==> config.mk <==
export PLATFORM = sky130hd
export DESIGN_NAME = local_mean
export DESIGN_NICKNAME = d
export VERILOG_FILES = /design/src/rtl/local_mean_pkg.sv /design/src/rtl/local_mean_clamp_offset.sv /design/src/rtl/local_mean.sv
export SDC_FILE = /design/constraint.sdc
export NUM_CORES = 1
export LEC_CHECK = 0
export CORE_MARGIN = 5
export CORE_UTILIZATION = 53
export CTS_CLUSTER_DIAMETER = 80
export CTS_CLUSTER_SIZE = 12
export DETAILED_ROUTE_END_ITERATION = 7
export PLACE_DENSITY = 0.78
export SLEW_MARGIN = 25
export SYNTH_ARGS = -nofsm -noshare
export SYNTH_HDL_FRONTEND = slang
export SYNTH_SLANG_ARGS = --single-unit
==> constraint.sdc <==
create_clock -name clock -period 5.63 [get_ports clock]
set_clock_uncertainty 0.2 [all_clocks]
set_input_delay 0.8445 -clock clock [delete_from_list [all_inputs] [get_ports clock]]
set_output_delay 0.8445 -clock clock [all_outputs]
set_load 0.1 [all_outputs]
==> src/rtl/local_mean_pkg.sv <==
// +--------------------------------------------------------------------+
// | local_mean_pkg                                                     |
// | Shared types and constants for the 3x3 local-mean threshold block. |
// | Revision: 1.0                                                      |
// +--------------------------------------------------------------------+
`default_nettype none

package local_mean_pkg;

    typedef enum logic [2:0] {
        IDLE  = 3'd0,
        READ  = 3'd1,
        DRAIN = 3'd2,
        WRITE = 3'd3,
        DONE  = 3'd4
    } state_t;

    localparam int TAPS        = 9;
    localparam int RECIP9      = 7282;
    localparam int RECIP_SHIFT = 16;
    localparam int ROUND_BIAS  = 4;
    localparam int ACC_BITS    = 12;
    localparam int PROD_BITS   = 26;
    localparam int TAP_BITS    = 4;

    // Neighbourhood offset encoded as a 2-bit two's-complement value
    typedef logic [1:0] offset_t;
    localparam offset_t OFF_NEG  = 2'b11;
    localparam offset_t OFF_ZERO = 2'b00;
    localparam offset_t OFF_POS  = 2'b01;

    // Taps sweep dy outer, dx inner: k = 3*(dy+1) + (dx+1)
    function automatic offset_t tap_dy(input logic [TAP_BITS-1:0] k);
        offset_t result;
        case (k)
            4'd0, 4'd1, 4'd2: result = OFF_NEG;
            4'd3, 4'd4, 4'd5: result = OFF_ZERO;
            default:          result = OFF_POS;
        endcase
        return result;
    endfunction

    function automatic offset_t tap_dx(input logic [TAP_BITS-1:0] k);
        offset_t result;
        case (k)
            4'd0, 4'd3, 4'd6: result = OFF_NEG;
            4'd1, 4'd4, 4'd7: result = OFF_ZERO;
            default:          result = OFF_POS;
        endcase
        return result;
    endfunction

endpackage

`default_nettype wire

==> src/rtl/local_mean_clamp_offset.sv <==
// +--------------------------------------------------------------------+
// | clamp_offset                                                       |
// | Applies a -1/0/+1 offset to a coordinate, clamped to [0, limit].   |
// | Revision: 1.0                                                      |
// +--------------------------------------------------------------------+
`default_nettype none

module clamp_offset
    import local_mean_pkg::*;
#(
    parameter int BITS = 8
) (
    input  logic [BITS-1:0] coord,
    input  offset_t         offset,
    input  logic [BITS-1:0] limit,
    output logic [BITS-1:0] clamped
);

    always_comb begin
        clamped = coord;
        if (offset == OFF_NEG) begin
            if (coord != '0) begin
                clamped = coord - BITS'(1);
            end
        end else if (offset == OFF_POS) begin
            if (coord != limit) begin
                clamped = coord + BITS'(1);
            end
        end
    end

endmodule

`default_nettype wire

==> src/rtl/local_mean.sv <==
// +--------------------------------------------------------------------+
// | local_mean                                                         |
// | Per-pixel 3x3 mean (edge-replicated) threshold map generator.      |
// | Optional macro LOCAL_MEAN_ROUND_EN selects round-to-nearest mean.  |
// | Revision: 1.0                                                      |
// +--------------------------------------------------------------------+
`default_nettype none

module local_mean
    import local_mean_pkg::*;
#(
    parameter int WIDTH_BITS  = 8,
    parameter int HEIGHT_BITS = 8,
    parameter int WIDTH       = 2 ** WIDTH_BITS,
    parameter int HEIGHT      = 2 ** HEIGHT_BITS
) (
    input  logic                   clock,
    input  logic                   reset_n,
    input  logic                   iStart,
    output logic [WIDTH_BITS-1:0]  oImageCol,
    output logic [HEIGHT_BITS-1:0] oImageRow,
    input  logic [7:0]             iImageData,
    output logic [WIDTH_BITS-1:0]  oThresholdCol,
    output logic [HEIGHT_BITS-1:0] oThresholdRow,
    output logic [7:0]             oThresholdData,
    output logic                   oThresholdWren,
    output logic                   busy,
    output logic                   finished
);

    localparam logic [WIDTH_BITS-1:0]  c_x_last   = WIDTH_BITS'(WIDTH - 1);
    localparam logic [HEIGHT_BITS-1:0] c_y_last   = HEIGHT_BITS'(HEIGHT - 1);
    localparam logic [TAP_BITS-1:0]    c_tap_last = TAP_BITS'(TAPS - 1);

    state_t                 r_state;
    state_t                 w_state_next;
    logic [TAP_BITS-1:0]    r_tap;
    logic [WIDTH_BITS-1:0]  r_x;
    logic [HEIGHT_BITS-1:0] r_y;
    logic [ACC_BITS-1:0]    r_acc;

    logic                   w_start_ok;
    logic                   w_last_pixel;
    logic [ACC_BITS-1:0]    w_data_ext;
    logic [WIDTH_BITS-1:0]  w_tap_col;
    logic [HEIGHT_BITS-1:0] w_tap_row;
    logic [ACC_BITS-1:0]    w_sum;
    logic [PROD_BITS-1:0]   w_product;
    logic                   w_unused_bits;

    assign w_start_ok   = iStart && ((r_state == IDLE) || (r_state == DONE));
    assign w_last_pixel = (r_x == c_x_last) && (r_y == c_y_last);
    assign w_data_ext   = ACC_BITS'(iImageData);

    clamp_offset #(
        .BITS (HEIGHT_BITS)
    ) u_clamp_row (
        .coord   (r_y),
        .offset  (tap_dy(r_tap)),
        .limit   (c_y_last),
        .clamped (w_tap_row)
    );

    clamp_offset #(
        .BITS (WIDTH_BITS)
    ) u_clamp_col (
        .coord   (r_x),
        .offset  (tap_dx(r_tap)),
        .limit   (c_x_last),
        .clamped (w_tap_col)
    );

    // Division by 9 through a fixed-point reciprocal; exact over the whole sum range
`ifdef LOCAL_MEAN_ROUND_EN
    assign w_sum = r_acc + ACC_BITS'(ROUND_BIAS);
`else
    assign w_sum = r_acc;
`endif
    assign w_product     = PROD_BITS'(w_sum) * PROD_BITS'(RECIP9);
    assign w_unused_bits = ^{w_product[RECIP_SHIFT-1:0], w_product[PROD_BITS-1:RECIP_SHIFT+8]};

    always_ff @(posedge clock) begin
        if (!reset_n) begin
            r_state <= IDLE;
            r_tap   <= '0;
            r_x     <= '0;
            r_y     <= '0;
            r_acc   <= '0;
        end else begin
            r_state <= w_state_next;
            case (r_state)
                IDLE, DONE: begin
                    if (iStart) begin
                        r_tap <= '0;
                        r_x   <= '0;
                        r_y   <= '0;
                        r_acc <= '0;
                    end
                end
                READ: begin
                    // Data for tap k-1 arrives while tap k is addressed
                    if (r_tap != '0) begin
                        r_acc <= r_acc + w_data_ext;
                    end
                    r_tap <= r_tap + TAP_BITS'(1);
                end
                DRAIN: begin
                    r_acc <= r_acc + w_data_ext;
                end
                WRITE: begin
                    r_acc <= '0;
                    r_tap <= '0;
                    if (!w_last_pixel) begin
                        if (r_x == c_x_last) begin
                            r_x <= '0;
                            r_y <= r_y + HEIGHT_BITS'(1);
                        end else begin
                            r_x <= r_x + WIDTH_BITS'(1);
                        end
                    end
                end
                default: begin
                    r_tap <= '0;
                end
            endcase
        end
    end

    always_comb begin
        w_state_next   = r_state;
        oImageCol      = '0;
        oImageRow      = '0;
        oThresholdCol  = '0;
        oThresholdRow  = '0;
        oThresholdData = '0;
        oThresholdWren = 1'b0;
        busy           = 1'b0;
        finished       = 1'b0;
        case (r_state)
            IDLE: begin
                if (w_start_ok) begin
                    w_state_next = READ;
                end
            end
            READ: begin
                busy      = 1'b1;
                oImageCol = w_tap_col;
                oImageRow = w_tap_row;
                if (r_tap == c_tap_last) begin
                    w_state_next = DRAIN;
                end
            end
            DRAIN: begin
                busy         = 1'b1;
                w_state_next = WRITE;
            end
            WRITE: begin
                busy           = 1'b1;
                oThresholdWren = 1'b1;
                oThresholdCol  = r_x;
                oThresholdRow  = r_y;
                oThresholdData = w_product[RECIP_SHIFT +: 8];
                w_state_next   = w_last_pixel ? DONE : READ;
            end
            DONE: begin
                finished = 1'b1;
                if (w_start_ok) begin
                    w_state_next = READ;
                end
            end
            default: begin
                w_state_next = IDLE;
            end
        endcase
    end

endmodule

`default_nettype wire

==> run metrics, run 1 <==
Crit. End Element=output port; failing checks=negative setup slack; slew at the pin closest to its max-slew limit=1.09 ns; Hold Crit Class=reg -> reg; Reg2Reg Launch Point=r_state[1]; critical path data required time=~4.6 ns; Overflow after GRT=0; Post-Place Cell Area=0.00612 mm2; port bufs=53; Period minus WS final=approximately 5.9 ns; DP HPWL=roughly 11 mm; ys async rst share=0; max-cap check violation count=0; routed vias=4953; worst ir drop on vdd=263 uV; Main synth FF type=dfxtp_1; arrival time at the worst endpoint=between 4 and 5 ns; Seq cells post-synth=35; clk buf depth=2; worst setup path endpoint=oThresholdData[6]; CP Buf/Inv Count=8; crit path from=r_acc[1]; First-pass DRT Iterations=5; status=complete, but fails checks; Seq/Total Area, Yosys=0.135; CTS tree=built; post-layout worst setup margin=-0.263 ns; layout cells sized above 1=0.217; global-route wire length before repair=~23 mm; Final Hold Violating Endpoints=0; PwrDens=~430 mW/mm2; vias per cell=5.77; Post-synth EDFFs=0; die area=0.0119 mm2; row count=36; final setup fails=8; Mapped Avg Cell Area=around 8 um2; FF-to-FF path depth=6; synthesis-to-layout area growth=27.9%; initial antenna violation count=0; clock latency on the worst-skew pair=roughly 0.30 ns; post-layout util=0.688; CP top delay family=adder cells; Crit. path cell count=19; Horiz. Die Dim=~110 um; clk slew on worst S/H paths=around 0.080 ns; R2R Path End=r_x[4]; part of the cycle the worst path needs=1.05; most frequent cells in the layout=74 x ha_1, 68 x nor2_1, 65 x inv_1, 52 x buf_4, 41 x nand2_1; vias in the first global route=around 5000; warnings from Yosys=0; syn_nets=between 700 and 800; fillers=780; root buffer cell=clkbuf_8; DRC=0; RSZ-0062 raised after global routing=true; critical path's slowest cell=fa_1; diode count=0; final instance area=around 0.0066 mm2; Sink Count=35; most common cell after layout, fill and taps aside=ha_1; Final #Nets=852; routed len/inst=16.6 um; mapped cell area=between 0.005 and 0.006 mm2; initial drt markers=292; cell mode on critical path=inv_2; CTS Hold Bufs=0; Overall Global Routing Usage=0.243; largest net degree at the start of global routing=31; crit path max fanout=3; Max Fclk=170 MHz; Final Wtd Congestion=about 0.91; CP Launch Type=flop; post-synth top area cell=ha_1; H-Tree Depth=2; P_leak=between 3 and 4 nW; die height=roughly 110 um; IO Count=54; Netlist cell types=70; Synth area leaders=ha_1 21%, dfxtp_1 14%, fa_1 12%; max-slew violations=0; post-synthesis cell count=roughly 650; CP Cell Sequence=inv_2 -> fa_1 -> inv_2 -> ha_4 -> inv_2 -> fa_1 -> inv_1 -> fa_1 -> inv_2 -> fa_1 -> inv_2 -> ha_4 -> buf_4 -> nand4_1 -> or4b_4 -> o211ai_1 -> xnor2_1 -> nor2_4 -> buf_12; routed wire length=roughly 14 mm; setup slack, reg-to-reg=about 2.6 ns; TritonCTS buffer count=5; Worst path max stage delay=0.54 ns; Starting Density=0.538; top cell type's share of synthesized area=0.210; Slew headroom=0.266; Antenna Nets Post-Route=0; Setup CP Type=reg -> out; core box area=between 0.009 and 0.01 mm2
layer usage:
metal,vias up,part of all wire,track usage
li1,2381,-,-
met1,2343,0.44,0.325
met2,205,0.48,0.416
met3,24,0.060,0.0343
met4,0,0.016,0.0514
met5,-,0,0
cells in the mapped netlist, drive strengths merged (3+ instances only):
cell type,number
nand2,42
o21ai,26
nand4,5
nand3,21
a21o,8
and3,6
fa,30
or2,6
o21a,9
a21boi,3
o31ai,6
o22ai,4
clkbuf,14
a211o,4
dfxtp,35
nor2b,14
nor3,13
ha,87
nor2,76
a22oi,7
buf,11
xor2,12
a31oi,8
a221oi,4
inv,77
a21oi,26
a211oi,12
and4,3
nor3b,3
and2,17
xnor2,23
nand2b,4
o211ai,3
report_power, final:
part / internal [mW] / leakage [nW] / switching, mW
Combinational: 0.897 / 2.73 / 1.35
Sequential: 0.283 / 0.286 / 0.0403
Clock: 0.159 / 0.0626 / 0.101
Total: 1.34 / 3.08 / 1.49
how the worst min path moves through the flow:
| stage | cells past startpoint | start | end |
|---|---|---|---|
| after floorplan | 2 | r_acc[7] | r_acc[7] |
| after global placement | 1 | r_x[4] | r_x[4] |
| after detailed placement | 1 | r_x[5] | r_x[5] |
| after CTS | 2 | r_y[0] | r_y[0] |
| after global routing | 2 | r_y[0] | r_y[0] |
| final | 2 | r_y[0] | r_y[0] |
metrics by stage:
step | power [mW] | setup WS [ns] | TNS, ns | hold slack, ns | instances
final | 2.83 | -0.263 | -1.53 | 0.383 | 858
after detailed placement | 2.22 | -0.163 | -0.409 | 0.362 | 841
after global routing | 3.07 | -0.372 | -2.65 | 0.409 | 858
after CTS | 2.65 | -0.166 | -0.651 | 0.382 | 851
after floorplan | 1.71 | -0.152 | -0.152 | 0.279 | 649
after global placement | 2.15 | -0.0435 | -0.0739 | 0.358 | 841
tightest hold or removal path, stage by stage (launching register included):
cell	delay [ns]
dfxtp_1	0.39
nand2_1	0.08
o21ai_0	0.06
what timing repair did:
item	CTS	global route
pin swaps	30	19
setup buffers	3	7
gates resized for setup	40	17
endpoints found under the setup margin	8	8
sequential cells by signal, summed over array words and instances, names as in the netlist:
name / cells
r_acc: 12
r_x: 8
r_y: 8
r_tap: 4
r_state: 3
final cells by class:
class	count	area, um2	area share
tap	133	166	0.0251
clock buffer	6	93.8	0.0142
multi-input combinational	512	4450	0.671
clock inverter	2	37.5	0.00566
timing repair buffer	93	883	0.133
sequential	35	711	0.107
inverter	77	289	0.0436
cells by family after synthesis:
group	share of synthesized area
compound gates	0.183
xor+xnor	0.0591
fa+ha+maj	0.326
buf+inv	0.0789
flops	0.135
mux	0.00700
simple gates	0.211
Power figures use the tool's default switching activity.
==> run 2: changes to the inputs <==
SKIP_LAST_GASP = 1   (was not set)
==> run 2 against run 1 <==
The run still ends with negative setup slack left. Non-clock buffer count stayed put. Die area stayed put. Fmax hardly changed. Flip-flop and latch count stayed put. First-iteration DRC count is 28% higher. Clock power hardly changed. Design area hardly changed. Power is 0.67% lower. Clock-buffer cell count stayed put. Via count hardly changed. Global-route usage hardly changed. Sequential share of layout area hardly changed. Critical path type unchanged. Largest cell class unchanged.
==> run metrics, run 2 (synthesis results as in run 1) <==
die height=109 um; post-layout util=0.688; Fin Hold WS=around 0.39 ns; root buffer cell=clkbuf_8; row count=36; routed vias=4954; final setup fails=8; initial drt markers=between 300 and 400; status=complete, but fails checks; Sequential Power Share=0.115; vias per cell=5.77; largest net degree at the start of global routing=31; First-pass DRT Iterations=5; Sw Share=0.527; max-slew violations=0; PwrDens=between 400 and 500 mW/mm2; DRC=0; Overall Global Routing Usage=0.242; Final #Nets=about 850; initial antenna violation count=0; setup slack, reg-to-reg=around 2.6 ns; CTS Hold Bufs=0; Starting Density=0.538; Post-Place Cell Area=0.00612 mm2; clk buf depth=2; Hold Crit Class=reg -> reg; clk slew on worst S/H paths=~0.080 ns; Period minus WS final=slightly below 6 ns; largest registers=r_acc: 12 flops, r_x: 8 flops, r_y: 8 flops; most frequent cells in the layout=75 x ha_1, 68 x nor2_1, 65 x inv_1, 52 x buf_4, 41 x nand2_1; DP HPWL=10.7 mm; Comb power frac=0.792; Slew headroom=0.271; slew at the pin closest to its max-slew limit=around 1.1 ns; diode count=0; Final Hold Violating Endpoints=0; Horiz. Die Dim=109 um; CTS tree=built; layout cells sized above 1=0.215; R2R Path End=r_y[6]; post-layout worst setup margin=-0.258 ns; TritonCTS buffer count=5; max-cap check violation count=0; Hold EP=r_y[0]; synthesis-to-layout area growth=28.0%; Sink Count=35; Reg2Reg Launch Point=r_state[1]; critical path data required time=4.59 ns; Setup CP Type=reg -> out; total power draw=2.81 mW; Net Sw Power=roughly 1.5 mW; routed wire length=14.5 mm; DP Worst Slack=-0.163 ns; vias in the first global route=about 5000; Final Wtd Congestion=0.913; CP Launch Type=flop; P_leak=between 3 and 4 nW; cell-internal power=about 1.3 mW; RSZ-0062 raised after global routing=true; clock latency on the worst-skew pair=0.29 ns; Hold Startpoint=r_y[0]; die area=around 0.012 mm2; H-Tree Depth=2; max reg flops=12; Crit. End Element=output port; most common cell after layout, fill and taps aside=ha_1; Antenna Nets Post-Route=0; Max Fclk=170 MHz; global-route wire length before repair=roughly 23 mm; routed len/inst=16.9 um; port bufs=53; part of the cycle the worst path needs=1.05; IO Count=54; final instance area=approximately 0.0066 mm2; arrival time at the worst endpoint=between 4 and 5 ns; crit path max fanout=3; clock group share of total power=0.093; worst ir drop on vdd=approximately 250 uV; hold path cells=2; FF-to-FF path depth=6; Overflow after GRT=0; core box area=slightly below 0.01 mm2; failing checks=negative setup slack; Largest Register=r_acc; fillers=around 780
[run 2: what timing repair did]
action | 4_1_cts | 5_1_grt
gates resized for setup | 38 | 18
buffers inserted | 3 | 7
endpoints found under the setup margin | 8 | 8
pin swaps | 30 | 17
[run 2: metal layers]
| layer | vias to the layer above | part of all wire | track usage |
|---|---|---|---|
| met5 | - | 0 | 0 |
| met4 | 0 | 0.018 | 0.0514 |
| met3 | 28 | 0.055 | 0.0343 |
| met2 | 195 | 0.48 | 0.415 |
| met1 | 2350 | 0.44 | 0.324 |
| li1 | 2381 | - | - |
[run 2: area by class of cell]
type | instances | area [um2] | area share
timing repair buffer | 93 | 883 | 0.133
multi-input combinational | 512 | 4450 | 0.671
tap | 133 | 166 | 0.0251
sequential | 35 | 711 | 0.107
inverter | 77 | 289 | 0.0436
clock inverter | 2 | 37.5 | 0.00566
clock buffer | 6 | 93.8 | 0.0141
[run 2: how the worst max path moves through the flow]
stage / startpoint / endpoint / slack (ns) / cells past startpoint
global placement: r_acc[2] / oThresholdData[6] / -0.04 / 18
global route: r_acc[1] / oThresholdData[6] / -0.38 / 19
finish: r_acc[1] / oThresholdData[6] / -0.26 / 19
detailed placement: r_acc[2] / oThresholdData[7] / -0.16 / 18
floorplan: r_acc[7] / oThresholdData[6] / -0.15 / 17
CTS: r_acc[3] / oThresholdData[7] / -0.17 / 18
[run 2: power groups by stage]
stage	registers (mW)	clock network [mW]	logic [mW]
2_1_floorplan	0.315	0	1.39
4_1_cts	0.322	0.263	2.06
3_5_place_dp	0.325	0	1.90
3_3_place_gp	0.322	0	1.83
5_1_grt	0.330	0.276	2.44
6_report	0.323	0.263	2.23
[run 2: worst max-delay path: stages, from the launching register on]
cell	delay, ns
dfxtp_2	0.34
inv_2	0.04
fa_1	0.54
inv_2	0.05
ha_4	0.27
inv_2	0.04
fa_1	0.53
inv_1	0.05
fa_1	0.50
inv_2	0.05
fa_1	0.50
inv_2	0.05
ha_4	0.27
buf_4	0.12
nand4_1	0.13
or4b_4	0.52
o211ai_1	0.12
xnor2_1	0.14
nor2_4	0.13
buf_12	0.18
[run 2: stage by stage]
step	TNS [ns]	std cells
2_1_floorplan	-0.152	649
6_report	-1.54	858
5_1_grt	-2.62	858
3_3_place_gp	-0.0739	841
3_5_place_dp	-0.409	841
4_1_cts	-0.679	851
